==> src/rtl/instr_fetch_unit.sv <==
// ============================================================================
// instr_fetch_unit : PC owner and prefetch queue feeding decode; optional
// HALT-opcode stop enabled by defining IFETCH_HALT_DETECT_EN.
// Revision: 1.0
// ============================================================================
`default_nettype none

module instr_fetch_unit #(
    parameter int              QUEUE_DEPTH = 4,
    parameter int              ADDR_W      = 8,
    parameter int              DATA_W      = 16,
    parameter logic [ADDR_W-1:0] RESET_PC  = 8'd0
) (
    input  logic                            clock,
    input  logic                            reset,
    input  logic                            mem_grant,
    output logic [ADDR_W-1:0]               mem_addr,
    input  logic [DATA_W-1:0]               mem_data,
    input  logic                            redirect_valid,
    input  logic [ADDR_W-1:0]               redirect_pc,
    output logic                            instr_valid,
    input  logic                            instr_ready,
    output logic [DATA_W-1:0]               instr,
    output logic [ADDR_W-1:0]               instr_pc,
    output logic                            halted,
    output logic [$clog2(QUEUE_DEPTH):0]    queue_level
);

    localparam int                PTR_W  = $clog2(QUEUE_DEPTH);
    localparam int                LVL_W  = PTR_W + 1;
    localparam logic [LVL_W-1:0]  c_full = LVL_W'(QUEUE_DEPTH);

    typedef enum logic [0:0] {
        ST_RUN  = 1'b0,
        ST_HALT = 1'b1
    } state_t;

    state_t              r_state;
    logic [ADDR_W-1:0]   r_pc;
    logic [PTR_W-1:0]    r_head;
    logic [PTR_W-1:0]    r_tail;
    logic [LVL_W-1:0]    r_level;
    logic [DATA_W-1:0]   r_data [QUEUE_DEPTH];
    logic [ADDR_W-1:0]   r_pcq  [QUEUE_DEPTH];

    logic w_pop;
    logic w_fetch;
    logic w_halt_hit;

    assign instr_valid = (r_level != '0);
    assign w_pop       = instr_valid & instr_ready;
    assign w_fetch     = (r_state == ST_RUN) & mem_grant & ~redirect_valid &
                         ((r_level != c_full) | w_pop);

`ifdef IFETCH_HALT_DETECT_EN
    // HALT opcode normally supplied by config.v; fallback keeps the file standalone.
`ifndef HALT
`define HALT 5'h1F
`endif
    assign w_halt_hit = (mem_data[DATA_W-1:DATA_W-5] == `HALT);
    assign halted     = (r_state == ST_HALT);
`else
    assign w_halt_hit = 1'b0;
    assign halted     = 1'b0;
`endif

    assign mem_addr    = r_pc;
    assign instr       = r_data[r_head];
    assign instr_pc    = r_pcq[r_head];
    assign queue_level = r_level;

    always_ff @(posedge clock or posedge reset) begin
        if (reset) begin
            r_state <= ST_RUN;
            r_pc    <= RESET_PC;
            r_head  <= '0;
            r_tail  <= '0;
            r_level <= '0;
            for (int i = 0; i < QUEUE_DEPTH; i++) begin
                r_data[i] <= '0;
                r_pcq[i]  <= '0;
            end
        end else if (redirect_valid) begin
            // Flush wins over any same-cycle pop or fetch.
            r_state <= ST_RUN;
            r_pc    <= redirect_pc;
            r_head  <= '0;
            r_tail  <= '0;
            r_level <= '0;
        end else begin
            if (w_fetch) begin
                r_data[r_tail] <= mem_data;
                r_pcq[r_tail]  <= r_pc;
                r_tail         <= r_tail + 1'b1;
                if (w_halt_hit) begin
                    r_state <= ST_HALT;
                end else begin
                    r_pc <= r_pc + 1'b1;
                end
            end
            if (w_pop) begin
                r_head <= r_head + 1'b1;
            end
            case ({w_fetch, w_pop})
                2'b10:   r_level <= r_level + 1'b1;
                2'b01:   r_level <= r_level - 1'b1;
                default: r_level <= r_level;
            endcase
        end
    end

endmodule

`default_nettype wire

==> config.mk <==
export PLATFORM = sky130hd
export DESIGN_NAME = instr_fetch_unit
export DESIGN_NICKNAME = d
export VERILOG_FILES = /design/src/rtl/instr_fetch_unit.sv
export SDC_FILE = /design/constraint.sdc
export NUM_CORES = 1
export LEC_CHECK = 0
export BUFFER_PORTS_ARGS = -buffer_cell sky130_fd_sc_hd__clkbuf_2
export CORE_ASPECT_RATIO = 1.2
export CORE_MARGIN = 2
export CORE_UTILIZATION = 45
export CTS_CLUSTER_SIZE = 20
export DETAILED_ROUTE_END_ITERATION = 6
export PLACE_DENSITY = 0.61
export SLEW_MARGIN = 30
export SYNTH_ARGS = -nofsm -noshare
export SYNTH_HDL_FRONTEND = slang
export SYNTH_SLANG_ARGS = --single-unit
==> constraint.sdc <==
create_clock -name clock -period 5.4 [get_ports clock]
set_clock_uncertainty 0.2 [all_clocks]
set_input_delay 0 -clock clock [delete_from_list [all_inputs] [get_ports clock]]
set_output_delay 0 -clock clock [all_outputs]
set_load 0.02 [all_outputs]
# Yosys cells after proc, flatten, opt, wreduce, memory -nomap -nowiden
# Index checks and enable logic that the tools add are counted.
[totals]
inputBits = 29
reg_bits = 111
output_inout_bits = 37
elab_cells = 56
[classes]
reduce_logical = 6
eq_ne = 3
magnitude_cmp = 3
add_sub_neg = 5
bitwise = 7
mux = 20
[op_table]
columns = ["operator", "n"]
rows = [
  ["bitwise mux 64 bit", 1],
  ["two-way mux 16 bit", 3],
  ["two-way mux 8 bit", 5],
  ["binary-select mux 16 bit (select 2 bit)", 1],
  ["bitwise mux 32 bit", 1],
  ["demux 16 bit (select 2 bit)", 1],
  ["binary-select mux 8 bit (select 2 bit)", 1],
  ["demux 8 bit (select 2 bit)", 1],
  ["adder 8 x 1 -> 8 bit (second input constant)", 1],
  ["two-way mux 2 bit", 4],
  ["greater-or-equal comparator 3 bit (second input constant)", 2],
  ["NOT 2 -> 3 bit", 2],
  ["one-hot mux 3 bit (2 select lines)", 1],
  ["nonzero test 3 bit", 2],
  ["adder 2 x 1 -> 2 bit (second input constant)", 2],
  ["nonzero test 2 bit", 2],
  ["adder 3 x 1 -> 3 bit (second input constant)", 1],
  ["bitwise AND 1 bit", 3],
  ["< comparator 3 x 1 -> 1 bit (second input constant)", 1],
  ["two-way mux 3 bit", 1],
  ["!= test 3 bit (second input constant)", 1],
  ["subtractor 3 x 1 -> 3 bit (second input constant)", 1],
  ["== test 2 x 1 -> 1 bit (second input constant)", 1],
  ["== test 2 bit (second input constant)", 1],
  ["4 further kinds", 4],
]

# Longest topological paths before layout
[depth]
word_depth = 7
mapped_depth = 7
depth_no_buf = 6

# Worst setup path before layout
# OpenSTA, ideal clock, no wires.
[synth_timing]
path_kind = "register -> register"
from = "register r_level[0] (netlist: queue_level[0])"
to = "register r_level[2] (netlist: queue_level[2])"
n_path_buf = 0
t_required_ns = 5.075
setup_ns = 0.125
synth_period_minus_slack_ns = 2.458
path_stages_with_launch = 7
slack_ns = 2.942
t_arrival_ns = 2.133
cell_sequence = "dfrtp_1 > o31ai_1 > nor2_1 > fa_1 > nor3_1 > a31oi_1 > mux2_2"
[synth_between]
elab_chain_len = 7
word_cells_on_any_way = 12
cone_classes = "add/sub: 2; eq/ne: 3; mux: 2; bitwise: 3; reduce/logical: 2"
[synth_lines]
columns = ["item", "line", "source"]
rows = [
  ["start: declaration", "42", "logic [LVL_W-1:0] r_level;"],
  ["start signal: assignment", "105", "2'b10: r_level <= r_level + 1'b1;"],
  ["start signal: assignment", "106", "2'b01: r_level <= r_level - 1'b1;"],
  ["start signal: assignment", "107", "default: r_level <= r_level;"],
  ["nonzero test 3 bit", "50", "assign instr_valid = (r_level != '0);"],
  ["bitwise AND 1 bit", "51", "assign w_pop = instr_valid & instr_ready;"],
  ["bitwise OR 1 bit", "53", "((r_level != c_full) | w_pop);"],
  ["bitwise AND 1 bit", "52", "assign w_fetch = (r_state == ST_RUN) & mem_grant & ~redirect_valid &"],
  ["== test 2 x 1 -> 1 bit / == test 2 bit (equally long branches)", "104", "case ({w_fetch, w_pop})"],
  ["one-hot mux 3 bit (2 select lines)", "104", ""],
  ["two-way mux 3 bit", "83", "end else if (redirect_valid) begin"],
]
# Several ways; a longest one is shown, not always the timed one.
# A chain may end at the register's enable or synchronous reset.

# Final worst setup path
[layout_timing]
from = "register r_level[0] (netlist: queue_level[0])"
to = "register r_pc[3] (netlist: mem_addr[3])"
[layout_between]
elab_chain_len = 5
word_cells_on_any_way = 6
cone_classes = "eq/ne: 1; bitwise: 3; reduce/logical: 2"
[layout_lines]
columns = ["item", "line", "source"]
rows = [
  ["nonzero test 3 bit", "50", ""],
  ["bitwise AND 1 bit", "51", ""],
  ["bitwise OR 1 bit (*)", "53", ""],
  ["bitwise AND 1 bit (*)", "52", ""],
  ["nonzero test 2 bit (no line) (*)", "-", ""],
  ["end signal: assignment", "86", "r_pc <= redirect_pc;"],
  ["end signal: assignment", "98", "r_pc <= r_pc + 1'b1;"],
  ["end: declaration", "39", "logic [ADDR_W-1:0] r_pc;"],
]
# Mark *: on every way between the ends. The rest lies on a longest branch, timed or not.

==> results.py <==
metrics = {
    "outcome": {
        "run_status": "finished, final reports clean",
    },
    "sta": {
        "rsz_0062_raised_after_global_routing": "false",
        "period_needed_ns": 3.210,
        "fmaxAchievable_mhz": 311.5,
        "setup_viol": 0,
        "worst_pin_slew_ns": 0.8215,
        "max-slew-margin-rel_pct": 45.24,
        "final-hold-violation-count": 0,
        "fin_crit_share_pct": 59.45,
        "finalMaxSlewViolations": 0,
        "setup_tns_ns": 0,
    },
    "logic_synthesis": {
        "syn-mean-instance-area_um2": 16.11,
        "synth_cell_types": 40,
        "synth.yosys.seq_area_share_pct": 52.42,
        "number_of_flops_mapped_to_enable_cells_by_yosys": 0,
        "yosysWarningCount": 0,
        "synth.top_cell.area_share_pct": 52.42,
        "async_flop_share_pct": 100.0,
        "synth_nets": 364,
        "synthTopCellsByArea": "sky130_fd_sc_hd__dfrtp_1 52%, sky130_fd_sc_hd__mux2_2 12%, sky130_fd_sc_hd__mux2_4 11%",
        "syn-cell-area_mm2": 0.005299,
        "dominantRegCellSynth": "sky130_fd_sc_hd__dfrtp_1",
        "synth.largest_area_cell": "sky130_fd_sc_hd__dfrtp_1",
        "synth-seq-cells": 111,
        "synthesis.instances": 329,
    },
    "global_routing": {
        "first_global_vias": 3357,
        "grt_max_degree": 66,
        "grt_usage_pct": 18.06,
        "antenna_found_initial": 0,
        "globalRoute.totalOverflow": 0,
        "first_pass_grt_wire_length_um": 17320,
    },
    "setup_path": {
        "timing.critical_path.cells": "or4b_1, and2_4, a32oi_1, dlygate4sd3_1, nand2_1, dlygate4sd3_1",
        "slowest_delay_ns": 0.71,
        "crit_fanout": 12,
        "cp.arrival_ns": 3.23,
        "cpLargestDelayFamily": "buffers and inverters",
        "criticalPathCategory": "reg2reg",
        "nature_of_the_critical_path_startpoint": "flip-flop",
        "required_ns": 5.42,
        "path_buf_inv": 2,
        "crit_path_top_delay_cell": "sky130_fd_sc_hd__or4b_1",
        "critical-path-top-cell-by-count": "sky130_fd_sc_hd__dlygate4sd3_1",
        "regToRegStartpoint": "queue_level[0]",
        "endpoint_kind": "flip-flop",
        "worst-r2r-cell-count": 6,
        "reg2reg_to": "mem_addr[3]",
        "ff2ff_setup_slack_ns": 2.19,
    },
    "final_layout": {
        "syn_to_final_growth_pct": 18.25,
        "final_common_cell": "sky130_fd_sc_hd__dfrtp_1",
        "fraction_of_layout_instances_using_a_drive_strength_above_1_pct": 48.94,
        "final_nets": 458,
        "n_antenna_cell": 0,
        "finalInstanceArea_mm2": 0.006266,
        "n_fill_cell": 988,
        "layout_common_cells": "110 x sky130_fd_sc_hd__dfrtp_1, 64 x sky130_fd_sc_hd__clkbuf_2, 58 x sky130_fd_sc_hd__mux2_2, 40 x sky130_fd_sc_hd__mux2_4, 37 x sky130_fd_sc_hd__dlygate4sd3_1",
    },
    "detailed_routing": {
        "drcViolationCount": 0,
        "avgViaCountPerCell": 5.340,
        "routed-via-count": 3108,
        "drt_iter0_markers": 137,
        "routed-wl-met3_um": 392,
        "route.met2.wl_um": 5106,
        "drt-pass1-iter-count": 4,
        "wire_per_inst_um": 18.06,
        "top_layer": "met4",
        "wl_met1_um": 4850,
        "antenna_violating_nets_post_route": 0,
        "wl_um": 10510,
    },
    "clocking": {
        "clk-insertion-delay-late_ns": 0.33,
        "clkSlewWorstSetupHoldPaths_ns": 0.07,
        "maximum_clock_path_buffer_count": 2,
        "cts.sinks": 111,
        "cts_htree_levels": 3,
        "clock_tree_from_tritoncts": "done",
        "tritoncts.num_buffers": 9,
        "root_buffer": "sky130_fd_sc_hd__clkbuf_16",
    },
    "pwr": {
        "leakagePower_nw": 2.961,
        "pwr_density_cell_mw_per_mm2": 435.5,
        "ir_worst_vdd_mv": 0.1815,
    },
    "floorplan": {
        "core_rows": 43,
        "die_height_um": 122.9,
        "chipWidth_um": 103.1,
        "io_pins": 66,
        "floorplan.initialDensity_pct": 46.02,
        "design.core.area_mm2": 0.01151,
        "die_area_mm2": 0.01266,
    },
    "place": {
        "place_area_mm2": 0.005640,
        "place_hpwl_um": 6495,
        "routabilityCongestion": 0.8053,
        "total_of_buffers_placed_on_input_and_output_ports": 64,
    },
    "hold_path": {
        "hold_path.class": "in2async",
    },
    "job": {
        "max_cap_viol_count": 0,
    },
}
-- sequential cells by signal (all words and copies together) (netlist names) --
register     count
r_data          64
r_pcq           32
mem_addr         8
queue_level      3
r_head           2
r_tail           2
-- layer usage --
metal	up-vias	track usage [%]
met5	-	0
met4	0	6.086
met3	14	3.929
met2	82	28.29
met1	1614	25.05
li1	1398	-
-- metrics by stage --
step / total power [W] / utilization [%] / setup slack [ns] / hold WS (ns) / cells
2_1_floorplan: 0.001912 / - / 2.269 / -0.08847 / 329
3_3_place_gp: 0.002102 / 48.99 / 2.677 / -0.1093 / 532
3_5_place_dp: 0.002133 / 48.99 / 2.621 / -0.09826 / 532
4_1_cts: 0.002759 / 54.40 / 2.272 / 0.08837 / 582
5_1_grt: 0.002881 / 54.42 / 2.049 / 0.1485 / 582
6_report: 0.002729 / 54.42 / 2.190 / 0.07714 / 582
-- area by class of cell --
type,count,area (µm²),area share (%)
clock buffers,11,242.7,3.874
clock inverters,2,10.01,0.1597
inverters,8,32.53,0.5192
multi-input cells,190,2297,36.66
flip-flops and latches,111,2781,44.39
well taps,157,196.4,3.135
repair buffers,103,705.7,11.26
-- how the worst max path moves through the flow --
stage	from	to	slack, ns	cells after the start
after floorplan	reset	mem_addr[0]	2.27	1
after global placement	queue_level[0]	r_pcq[18]	2.68	4
after detailed placement	queue_level[0]	r_data[39]	2.62	4
after CTS	queue_level[0]	mem_addr[3]	2.27	6
after global routing	queue_level[0]	mem_addr[3]	2.05	6
final	queue_level[0]	mem_addr[3]	2.19	6
-- where the power goes --
group          switching, W  internal, W  total (W)
combinational      0.000339     0.000498   0.000837
clock              0.000276     0.000317   0.000592
sequential         0.000191      0.00111    0.00130
-- synthesized netlist by cell type (2+ instances only) --
master / count
sky130_fd_sc_hd__a21oi_1: 2
sky130_fd_sc_hd__a221o_1: 4
sky130_fd_sc_hd__a311o_1: 3
sky130_fd_sc_hd__a31oi_1: 3
sky130_fd_sc_hd__a32oi_1: 3
sky130_fd_sc_hd__and3_1: 4
sky130_fd_sc_hd__buf_12: 5
sky130_fd_sc_hd__buf_2: 3
sky130_fd_sc_hd__buf_6: 4
sky130_fd_sc_hd__clkbuf_1: 7
sky130_fd_sc_hd__dfrtp_1: 111
sky130_fd_sc_hd__ha_1: 5
sky130_fd_sc_hd__inv_1: 8
sky130_fd_sc_hd__mux2_2: 58
sky130_fd_sc_hd__mux2_4: 40
sky130_fd_sc_hd__mux4_2: 24
sky130_fd_sc_hd__nand2_1: 8
sky130_fd_sc_hd__nand2_2: 2
sky130_fd_sc_hd__nand2_8: 2
sky130_fd_sc_hd__nand3_1: 2
sky130_fd_sc_hd__nor2_1: 8
sky130_fd_sc_hd__nor2b_1: 3
sky130_fd_sc_hd__nor3_1: 2
sky130_fd_sc_hd__o31ai_1: 2
-- logic make-up after synthesis --
family | count (synthesis) | synth area share (%)
DFF | 111 | 52.42
xor gates and xnor gates | 2 | 0.3306
other | 1 | 0.07077
adders and majority gates | 6 | 1.558
buffers and inverters | 28 | 4.227
AOI/OAI and AO/OA | 21 | 3.164
and+or+nand+nor | 37 | 4.180
muxes | 123 | 34.05
-- worst reg2reg max path: cells and delay by family (launching register included) --
family	cells	cell delay (ns)
compound gates	1	0.22
buf+inv	2	1.16
flops	1	0.45
simple gates	3	1.08
-- what timing repair did --
action	in CTS	in global routing
resized for setup	0	0
hold buffers	37	0
endpoints found under the hold margin	123	0
setup endpoints to repair	0	0
setup buffers	0	0
Power figures use the tool's default switching activity.
